<file path="config.mk">
export PLATFORM = sky130hd
export DESIGN_NAME = twos_decoder_serial
export DESIGN_NICKNAME = d
export VERILOG_FILES = /design/src/rtl/twos_decoder_serial.sv
export SDC_FILE = /design/constraint.sdc
export NUM_CORES = 1
export LEC_CHECK = 0
export ABC_AREA = 0
export CAP_MARGIN = 40
export CELL_PAD_IN_SITES_DETAIL_PLACEMENT = 0
export CELL_PAD_IN_SITES_GLOBAL_PLACEMENT = 1
export CORE_MARGIN = 8
export CORE_UTILIZATION = 40
export DETAILED_ROUTE_END_ITERATION = 6
export DONT_BUFFER_PORTS = 1
export HOLD_SLACK_MARGIN = 0.12
export PLACE_DENSITY_LB_ADDON = 0.1
export SLEW_MARGIN = 10
export SYNTH_ARGS = -nofsm -noshare
export SYNTH_HDL_FRONTEND = slang
export SYNTH_SLANG_ARGS = --single-unit
</file>
<file path="constraint.sdc">
create_clock -name clk -period 1.9 [get_ports clk]
set_input_delay 0.19 -clock clk [delete_from_list [all_inputs] [get_ports clk]]
set_output_delay 0.19 -clock clk [all_outputs]
set_load 0.03 [all_outputs]
</file>
<file path="src/rtl/twos_decoder_serial.sv">
// Bit-serial two's-complement to sign/magnitude decoder.
// One operand bit is processed per clock, LSB first, through a single negate slice.
module twos_decoder_serial #(
  parameter int WIDTH = 8
) (
  input  logic             clk,
  input  logic             reset,
  input  logic             in_valid,
  output logic             in_ready,
  input  logic [WIDTH-1:0] Twos,
  output logic             out_valid,
  input  logic             out_ready,
  output logic             Sign,
  output logic [WIDTH-1:0] Mag,
  output logic             Is_min,
  output logic             busy
);

  localparam int CW = (WIDTH > 2) ? $clog2(WIDTH) : 1;
  localparam logic [CW-1:0] LAST_BIT = CW'(WIDTH - 1);
  localparam logic [WIDTH-1:0] MIN_VAL = {1'b1, {(WIDTH-1){1'b0}}};

  typedef enum logic [1:0] {
    IDLE  = 2'd0,
    SHIFT = 2'd1,
    DONE  = 2'd2
  } state_t;

  state_t state_reg, state_next;

  logic [WIDTH-1:0] op_reg;
  logic [WIDTH-1:0] mag_reg;
  logic [CW-1:0]    cnt_reg;
  logic             carry_reg;
  logic             sign_reg;
  logic             is_min_reg;

  logic op_bit;
  logic res_bit;
  logic carry_next;

  always_ff @(posedge clk or posedge reset) begin
    if (reset) begin
      state_reg <= IDLE;
    end else begin
      state_reg <= state_next;
    end
  end

  always_comb begin
    state_next = state_reg;
    case (state_reg)
      IDLE:    if (in_valid) state_next = SHIFT;
      SHIFT:   if (cnt_reg == LAST_BIT) state_next = DONE;
      DONE:    if (out_ready) state_next = IDLE;
      default: state_next = IDLE;
    endcase
  end

  // Negation as invert-plus-one, rippled serially: carry starts at 1 and
  // dies at the first zero of the inverted operand.
  always_comb begin
    op_bit     = op_reg[cnt_reg];
    res_bit    = sign_reg ? ((~op_bit) ^ carry_reg) : op_bit;
    carry_next = (~op_bit) & carry_reg;
  end

  always_ff @(posedge clk or posedge reset) begin
    if (reset) begin
      op_reg     <= '0;
      mag_reg    <= '0;
      cnt_reg    <= '0;
      carry_reg  <= 1'b0;
      sign_reg   <= 1'b0;
      is_min_reg <= 1'b0;
    end else begin
      case (state_reg)
        IDLE: begin
          if (in_valid) begin
            op_reg     <= Twos;
            sign_reg   <= Twos[WIDTH-1];
            is_min_reg <= (Twos == MIN_VAL);
            cnt_reg    <= '0;
            carry_reg  <= 1'b1;
          end
        end
        SHIFT: begin
          // Result bits enter at the MSB so bit 0 lands at Mag[0] after WIDTH shifts.
          mag_reg   <= {res_bit, mag_reg[WIDTH-1:1]};
          cnt_reg   <= cnt_reg + 1'b1;
          carry_reg <= carry_next;
        end
        default: ;
      endcase
    end
  end

  assign in_ready  = (state_reg == IDLE);
  assign busy      = (state_reg == SHIFT);
  assign out_valid = (state_reg == DONE);
  assign Sign      = sign_reg;
  assign Mag       = mag_reg;
  assign Is_min    = is_min_reg;

endmodule
</file>
## After elaboration in Yosys (flattened, before gate mapping)

Cells that the tools add are included.

| word-level totals | value |
|---|---|
| register bits after elaboration | 24 |
| bits of input ports | 12 |
| output and inout bits | 13 |
| logic and storage cells | 35 |

| operators by class | value |
|---|---|
| $add $sub $neg | 1 |
| magnitude comparators | 1 |
| equality and inequality tests | 7 |
| mux-type cells | 11 |
| bitwise logic cells | 3 |
| reductions and logical operators | 5 |

Operator list:

| cell | number |
|---|---|
| 8-bit equality test (second input constant) | 1 |
| 2-bit two-way mux | 3 |
| 2-bit case mux with 3 select lines | 1 |
| 3-bit case mux with 2 select lines | 1 |
| 3-bit by 4-bit less-than comparator with 1-bit output (second input constant) | 1 |
| 2-bit by 1-bit != test with 1-bit output (second input constant) | 2 |
| 2-bit AND reduction | 2 |
| 3-bit by 1-bit adder with 3-bit output (second input constant) | 1 |
| 1-bit binary-select mux with 3-bit select | 1 |
| 3-bit equality test (second input constant) | 1 |
| 1-bit two-way mux | 3 |
| 3-bit two-way mux | 1 |
| 3-bit AND reduction | 1 |
| 2-bit by 1-bit equality test with 1-bit output (second input constant) | 1 |
| 2-bit equality test (second input constant) | 1 |
| 2-bit zero test | 1 |
| 2-bit != test (second input constant) | 1 |
| 1-bit case mux with 2 select lines | 1 |
| 2-bit nonzero test | 1 |
| 1-bit AND | 1 |
| 1-bit NOT | 1 |
| 1-bit bitwise XOR | 1 |

## Depth between registers and ports, before layout

Gate-level depths: netlist of the first run.

| depth | value |
|---|---|
| depth in word-level cells | 5 |
| depth in mapped cells | 6 |
| depth with buffers taken out | 5 |

## Least setup slack after synthesis of the first run

Ideal clock, no wire load.

| path | value |
|---|---|
| path type | reg-to-reg |
| from | register op_reg[7] |
| to | register mag_reg[7] (netlist: Mag[7]) |
| library setup time | 0.143 ns |
| data arrival time | 1.615 ns |
| setup slack | 0.141 ns |
| stages on the path, launching flop included | 6 |
| path through | dfrtp_1 -> mux2i_1 -> mux4_2 -> ha_1 -> nand3_1 -> o311ai_2 |

| on the way | value |
|---|---|
| cells in the longest elaborated chain, start to end | 5 |

RTL lines:

| what | RTL line | text |
|---|---|---|
| from (decl) | 31 | `logic [WIDTH-1:0] op_reg;` |
| from (signal assigned) | 80 | `op_reg <= Twos;` |
| 1-bit binary-select mux with 3-bit select * | 63 | `op_bit = op_reg[cnt_reg];` |
| 1-bit two-way mux (not written as such) * | 63 |  |
| 1-bit NOT | 64 | `res_bit = sign_reg ? ((~op_bit) ^ carry_reg) : op_bit;` |
| 1-bit bitwise XOR | 64 |  |
| 1-bit two-way mux * | 64 |  |
| to (signal assigned) | 89 | `mag_reg <= {res_bit, mag_reg[WIDTH-1:1]};` |
| to (decl) | 32 | `logic [WIDTH-1:0] mag_reg;` |

Every way passes the cells marked *; elsewhere a longest branch is shown, timed or not. The select of a mux whose other input is x is not followed.
A chain may end at the register's enable or synchronous reset.

## Final worst setup path of the first run

| path | value |
|---|---|
| from | register cnt_reg[0] |
| to | register mag_reg[7] (netlist: Mag[7]) |

| on the way | value |
|---|---|
| cells in the longest elaborated chain, start to end | 5 |

RTL lines:

| what | RTL line | text |
|---|---|---|
| from (decl) | 33 | `logic [CW-1:0] cnt_reg;` |
| from (signal assigned) | 90 | `cnt_reg <= cnt_reg + 1'b1;` |
| 1-bit binary-select mux with 3-bit select * | 63 |  |
| 1-bit two-way mux (not written as such) * | 63 |  |
| 1-bit NOT | 64 |  |
| 1-bit bitwise XOR | 64 |  |
| 1-bit two-way mux * | 64 |  |

Marks and branches as above.

==> results of run 1 <==
## cell usage after synthesis (all sizes together)
cell type   n  area share, %
clkbuf      1           0.36
nand3b      1           0.73
nor4        1           0.60
o311ai      1            1.6
dfrtp      23             56
nor3b       1            1.2
nand2b      1           0.60
inv         4            1.5
a22o        1           0.85
buf         4            2.5
nand3       2           0.97
mux2i       4            3.9
mux2        8            8.7
nand2      28             10
mux4        1            2.2
nor2b       1           0.60
o21ai       5            2.4
ha          3            3.6
nor4b       1           0.85
nor2        1           0.36
o21bai      1           0.73
## per-stage QoR
step / util [%] / hold WS (ns)
4_1_cts: 49.5 / 0.196
3_5_place_dp: 44.3 / 0.140
6_report: 49.5 / 0.200
5_1_grt: 49.5 / 0.238
2_1_floorplan: - / 0.192
3_3_place_gp: 44.3 / 0.139
## layer usage
metal	global-route usage, %	part of all wire [%]
met1	11.7	45
met4	3.13	0.61
met5	0	0
met2	15.7	45
met3	3.86	9.2
## worst max-delay path by stage
stage	start	end	slack, ns	depth (start not counted)
floorplan	op_reg[7]$_DFFE_PP0P_	Mag[7]$_DFFE_PP0N_	0.14	5
global placement	cnt_reg[0]$_DFFE_PP0P_	Mag[7]$_DFFE_PP0N_	0.20	5
detailed placement	cnt_reg[0]$_DFFE_PP0P_	Mag[7]$_DFFE_PP0N_	0.16	5
CTS	cnt_reg[0]$_DFFE_PP0P_	Mag[7]$_DFFE_PP0N_	0.14	5
global route	cnt_reg[0]$_DFFE_PP0P_	Mag[7]$_DFFE_PP0N_	0.07	5
finish	cnt_reg[0]$_DFFE_PP0P_	Mag[7]$_DFFE_PP0N_	0.15	5
## power by group through the flow
| stage | Clock [mW] | Sequential [mW] | Combinational [mW] |
|---|---|---|---|
| 6_report | 0.222 | 1.03 | 0.809 |
| 5_1_grt | 0.259 | 1.06 | 0.922 |
| 4_1_cts | 0.233 | 1.04 | 0.826 |
| 3_5_place_dp | 0 | 1.05 | 0.806 |
| 3_3_place_gp | 0 | 1.05 | 0.778 |
| 2_1_floorplan | 0 | 1.01 | 0.662 |
## layout by cell type, fill, tap and decap left out, drive strengths merged, types with 3 or more instances in the layout
master / synthesis / layout
dfrtp: 23 / 23
o21ai: 5 / 5
ha: 3 / 3
mux2i: 4 / 4
buf: 4 / 6
mux2: 8 / 8
inv: 4 / 4
nand2: 28 / 28
clkbuf: 1 / 3
dlygate4sd3: 0 / 10
## cell type report
class / instances / area (um^2) / area share, %
repair buffers: 16 / 145 / 11.9
clock inverters: 1 / 5.00 / 0.412
clock buffers: 3 / 22.5 / 1.85
inverters: 4 / 15.0 / 1.24
well taps: 30 / 37.5 / 3.09
flip-flops and latches: 23 / 576 / 47.4
multi-input cells: 61 / 414 / 34.1
## kinds of logic (layout without fill, tap and decap cells)
| logic type | after synthesis | count (layout) | share of synthesized area [%] |
|---|---|---|---|
| buffers and inverters | 9 | 24 | 4.35 |
| AO/OA/AOI/OAI | 8 | 8 | 5.56 |
| flip-flops | 23 | 23 | 55.6 |
| multiplexers | 13 | 13 | 14.8 |
| AND/OR/NAND/NOR | 37 | 37 | 16.1 |
| adder cells (fa/ha/maj) | 3 | 3 | 3.63 |
## timing repair
| item | 4_1_cts | 5_1_grt |
|---|---|---|
| endpoints found under the hold margin | 33 | 0 |
| hold buffers | 10 | 0 |
| setup endpoints to repair | 0 | 0 |
| buffers inserted | 0 | 0 |
## worst max-delay path: cells and delay by family (launching register included)
kind / cells / cell delay (ns)
AO/OA/AOI/OAI: 1 / 0.10
adder cells (fa/ha/maj): 1 / 0.29
flip-flops: 1 / 0.50
multiplexers: 2 / 0.66
AND/OR/NAND/NOR: 1 / 0.09
==> flow_metrics.py, run 1 <==
metrics = {
    "critical_path": {
        "path_cells": "mux2i_1 -> mux4_2 -> ha_1 -> nand3_1 -> o311ai_2",
        "arrival_ns": 1.94,
        "crit_fanout": 7,
        "reg2regPathDepth": 5,
        "regToRegSetupSlack_ns": 0.15,
        "slowest_stage": "dfrtp_1",
        "critical_path.startpoint_type": "flop",
        "critPathRequiredTime_ns": 2.09,
        "reg2reg_to": "Mag[7]$_DFFE_PP0N_",
        "critPathCaptureType": "flop",
        "crit_type": "flop to flop",
        "cp_slowest_stage_delay_ns": 0.50,
        "timing.rr.start": "cnt_reg[0]$_DFFE_PP0P_",
    },
    "place": {
        "dp_cells": 124,
        "place_ws_ns": 0.155,
        "dp_hpwl_um": 1430,
        "io_buffer_count": 0,
        "gp_congestion": 0.711,
        "place_area_um2": 1090,
    },
    "global_route": {
        "antenna_found_initial": 0,
        "overflow": 0,
        "grt_pass1_wl_um": 3440,
        "grt_max_degree": 24,
        "grt_usage_pct": 9.77,
        "grt_pass1_vias": 768,
    },
    "status": {
        "status": "finished clean",
    },
    "drt": {
        "drt-total-wl_um": 1970,
        "remaining_drc_errors": 0,
        "vias_per_cell": 5.01,
        "drt_pre_antenna_iters": 3,
        "vias": 692,
        "drtIter0Drc": 25,
        "wl_per_cell_um": 14.3,
        "ant_nets": 0,
    },
    "die": {
        "start_util_pct": 42.2,
        "io_pins": 25,
        "die_x_um": 66.9,
        "die_h_um": 66.9,
        "core.rowCount": 18,
        "core-area_um2": 2450,
        "fp.dieArea_um2": 4470,
    },
    "pwr": {
        "seqPwrFrac_pct": 50.0,
        "powerDensity_nw_per_um2": 1700,
        "clock_power_share_pct": 10.8,
        "p_leak_nw": 0.580,
        "power_mw": 2.06,
        "combPwrFrac_pct": 39.3,
        "swShare_pct": 43.5,
        "irDropWorstVdd_mv": 0.905,
        "switchingPower_mw": 0.897,
        "p_int_mw": 1.16,
    },
    "sta": {
        "slew_violations": 0,
        "fin_crit_ns": 1.75,
        "hold_violations": 0,
        "relSlewSlack_pct": 62.8,
        "setup_viol": 0,
        "finalSetupTns_ns": 0,
        "rsz0062_at_grt": "false",
        "finalWorstSetupSlack_ns": 0.147,
        "worst_pin_slew_ns": 0.556,
        "fin_skew_ns": 0.00455,
        "finalCritPeriodShare_pct": 92.2,
        "max_freq_ghz": 0.571,
    },
    "layout": {
        "antennaDiodeCount": 0,
        "drive_above_1_share_pct": 19.4,
        "fill_cells": 242,
        "syn2layout_area_growth_pct": 17.4,
        "num-nets-final": 124,
        "fin_area_um2": 1210,
        "instances_no_fill": 138,
    },
    "yosys": {
        "syn_inst": 93,
        "synth_cell_types": 22,
        "synth_warnings": 0,
        "syn_area_per_cell_um2": 11.1,
        "synth_sequential_area_ratio_pct": 55.6,
        "synth_nets": 108,
        "ys_ff_latch": 23,
        "synth_area_um2": 1030,
    },
    "cts": {
        "clock-sinks": 23,
        "clock-root-buffer": "clkbuf_4",
        "cts_tree": "built",
        "cts_resized": 0,
        "cts_made_buffers": 3,
        "htree_levels": 1,
        "clk_pin_slew_ns": 0.13,
        "clk_latency_ns": 0.30,
        "clockBufferDepth": 2,
    },
    "min_path": {
        "hp-class": "input port to flop",
        "hold_depth": 3,
        "min_from": "Twos[7]",
        "holdPathEnd": "Is_min$_DFFE_PP0P_",
    },
    "flow_run": {
        "cap_violations": 0,
    },
}
Note: power is estimated with default switching activity, not from simulation.
==> inputs of run 2 (changes only) <==
--- a/config.mk
+++ b/config.mk
@@ -6,7 +6,7 @@
 export NUM_CORES = 1
 export LEC_CHECK = 0
 export ABC_AREA = 0
-export CAP_MARGIN = 40
+export CAP_MARGIN = 0
 export CELL_PAD_IN_SITES_DETAIL_PLACEMENT = 0
 export CELL_PAD_IN_SITES_GLOBAL_PLACEMENT = 1
 export CORE_MARGIN = 8
==> results of run 2 <==
No change in the layout: final DEF, timing and power equal those of run 1.
==> inputs of run 3 (changes only) <==
--- a/config.mk
+++ b/config.mk
@@ -9,6 +9,7 @@
 export CAP_MARGIN = 0
 export CELL_PAD_IN_SITES_DETAIL_PLACEMENT = 0
 export CELL_PAD_IN_SITES_GLOBAL_PLACEMENT = 1
+export CORE_ASPECT_RATIO = 0.6
 export CORE_MARGIN = 8
 export CORE_UTILIZATION = 40
 export DETAILED_ROUTE_END_ITERATION = 6
==> run 3 against run 2 <==
First-iteration DRC count is 16% higher. Sequential power hardly changed. Fmax is 1.1% higher. Setup slack better by 0.019 ns. Flip-flop and latch count stayed put. Register-to-register slack better by 0.02 ns. Wire length is 8.0% higher. Combinational power is 2% higher. Global-route usage is 0.59 points higher. Sequential share of layout area is 0.53 points lower. Worst hold slack worse by 0.058 ns. Clock power is 39% higher. Critical path type unchanged. Critical endpoint unchanged.
==> flow_metrics.py, run 3 (synthesis gave the netlist of run 1 again) <==
metrics = {
    "cts": {
        "clk_latency_ns": 0.27,
        "cts_made_buffers": 3,
        "clk_pin_slew_ns": 0.08,
        "cts_setup_buffers": 0,
        "clock-root-buffer": "clkbuf_8",
        "clock-sinks": 23,
        "cts_tree": "built",
        "clockBufferDepth": 2,
        "cts_resized": 0,
        "htree_levels": 1,
    },
    "layout": {
        "instances_no_fill": 139,
        "layout_commonest_cell": "nand2_1",
        "drive_above_1_share_pct": 18.7,
        "antennaDiodeCount": 0,
        "syn2layout_area_growth_pct": 18.7,
        "num-nets-final": 123,
        "mostFrequentLayoutCells": "nand2_1 (28), dfrtp_1 (23), dlygate4sd3_1 (10), mux2_2 (8)",
        "fin_area_um2": 1230,
        "utilization_pct": 49.4,
    },
    "pwr": {
        "seqPwrFrac_pct": 47.8,
        "power_mw": 2.17,
        "p_leak_nw": 0.582,
        "combPwrFrac_pct": 38.0,
        "powerDensity_nw_per_um2": 1760,
        "p_int_mw": 1.24,
        "irDropWorstVdd_mv": 0.896,
        "switchingPower_mw": 0.933,
        "swShare_pct": 43.0,
        "clock_power_share_pct": 14.2,
    },
    "critical_path": {
        "timing.rr.start": "cnt_reg[0]$_DFFE_PP0P_",
        "path_cells": "mux2i_1 -> mux4_2 -> ha_1 -> nand3_1 -> o311ai_2",
        "reg2regPathDepth": 5,
        "critPathRequiredTime_ns": 2.05,
        "reg2reg_to": "Mag[7]$_DFFE_PP0N_",
        "crit_path_end": "Mag[7]$_DFFE_PP0N_",
        "regToRegSetupSlack_ns": 0.17,
        "crit_fanout": 7,
        "crit_type": "flop to flop",
        "crit_family": "multiplexers",
        "cp-startpoint": "cnt_reg[0]$_DFFE_PP0P_",
        "critical_path_buf_inv_count": 0,
        "arrival_ns": 1.88,
        "critical_path.startpoint_type": "flop",
        "critPathCaptureType": "flop",
        "cp_slowest_stage_delay_ns": 0.49,
        "cp.depth": 5,
        "slowest_stage": "dfrtp_1",
    },
    "drt": {
        "drt-total-wl_um": 2130,
        "wl_per_cell_um": 15.3,
        "remaining_drc_errors": 0,
        "vias_per_cell": 4.86,
        "drtIter0Drc": 29,
        "drt_pre_antenna_iters": 2,
        "ant_nets": 0,
        "vias": 676,
    },
    "global_route": {
        "grt_pass1_wl_um": 3710,
        "grt_usage_pct": 10.4,
        "grt_max_degree": 24,
        "grt_pass1_vias": 741,
        "overflow": 0,
        "antenna_found_initial": 0,
    },
    "place": {
        "gp_congestion": 0.757,
        "dp_cells": 125,
        "dp_hpwl_um": 1510,
        "io_buffer_count": 0,
        "place_area_um2": 1080,
        "place_ws_ns": 0.166,
    },
    "die": {
        "die_x_um": 81.7,
        "die_h_um": 55.4,
        "io_pins": 25,
        "core-area_um2": 2490,
        "start_util_pct": 41.6,
        "fp.dieArea_um2": 4520,
        "core.rowCount": 14,
    },
    "min_path": {
        "min_from": "Twos[2]",
        "hp-class": "input port to flop",
    },
    "sta": {
        "fin_crit_ns": 1.73,
        "worst_pin_slew_ns": 0.693,
        "setup_viol": 0,
        "rsz0062_at_grt": "false",
        "finalSetupTns_ns": 0,
        "hold_violations": 0,
        "fin_hold_ws_ns": 0.142,
        "finalWorstSetupSlack_ns": 0.166,
        "slew_violations": 0,
        "max_freq_ghz": 0.577,
        "finalCritPeriodShare_pct": 91.3,
        "relSlewSlack_pct": 53.7,
        "fin_skew_ns": 0.00161,
    },
    "status": {
        "status": "finished clean",
    },
    "flow_run": {
        "cap_violations": 0,
    },
}
[run 3: how the worst min path moves through the flow]
| stage | end | cells past startpoint | slack [ns] |
|---|---|---|---|
| finish | Is_min$_DFFE_PP0P_ | 3 | 0.14 |
| global route | Is_min$_DFFE_PP0P_ | 3 | 0.16 |
| CTS | Is_min$_DFFE_PP0P_ | 3 | 0.12 |
| detailed placement | Mag[6]$_DFFE_PP0N_ | 2 | 0.15 |
| global placement | Mag[5]$_DFFE_PP0N_ | 2 | 0.14 |
| floorplan | Is_min$_DFFE_PP0P_ | 1 | 0.19 |
[run 3: layout make-up]
class | count | area [um^2]
clock buffer | 3 | 41.3
clock inverter | 1 | 5.00
fill | 240 | 1260
inverter | 4 | 15.0
multi-input combinational | 61 | 414
sequential | 23 | 576
tap | 32 | 40.0
timing repair buffer | 15 | 138
[run 3: worst register-to-register path, cell delays in order (launching register included)]
cell	delay [ns]
dfrtp_1	0.49
mux2i_1	0.16
mux4_2	0.49
ha_1	0.28
nand3_1	0.09
o311ai_2	0.10
[run 3: power by group through the flow]
stage	Sequential (mW)	Clock [mW]	Combinational [mW]
floorplan	1.01	0	0.662
finish	1.04	0.309	0.824
detailed placement	1.05	0	0.810
global route	1.08	0.337	0.944
CTS	1.04	0.323	0.832
global placement	1.05	0	0.787
[run 3: timing repair]
item                                    CTS  global route
hold buffers                             10             0
endpoints found under the setup margin    0             0
endpoints found under the hold margin    32             0
[run 3: per-layer routing]
| layer | wire [um] | share of wire (%) | vias to the layer above | track usage, % |
|---|---|---|---|---|
| met5 | 0 | 0 | - | 0 |
| met4 | 8 | 0.38 | 0 | 1.49 |
| met1 | 1130 | 53 | 321 | 15.3 |
| met3 | 160 | 7.5 | 2 | 4.68 |
| met2 | 823 | 39 | 14 | 13.4 |
| li1 | - | - | 339 | - |
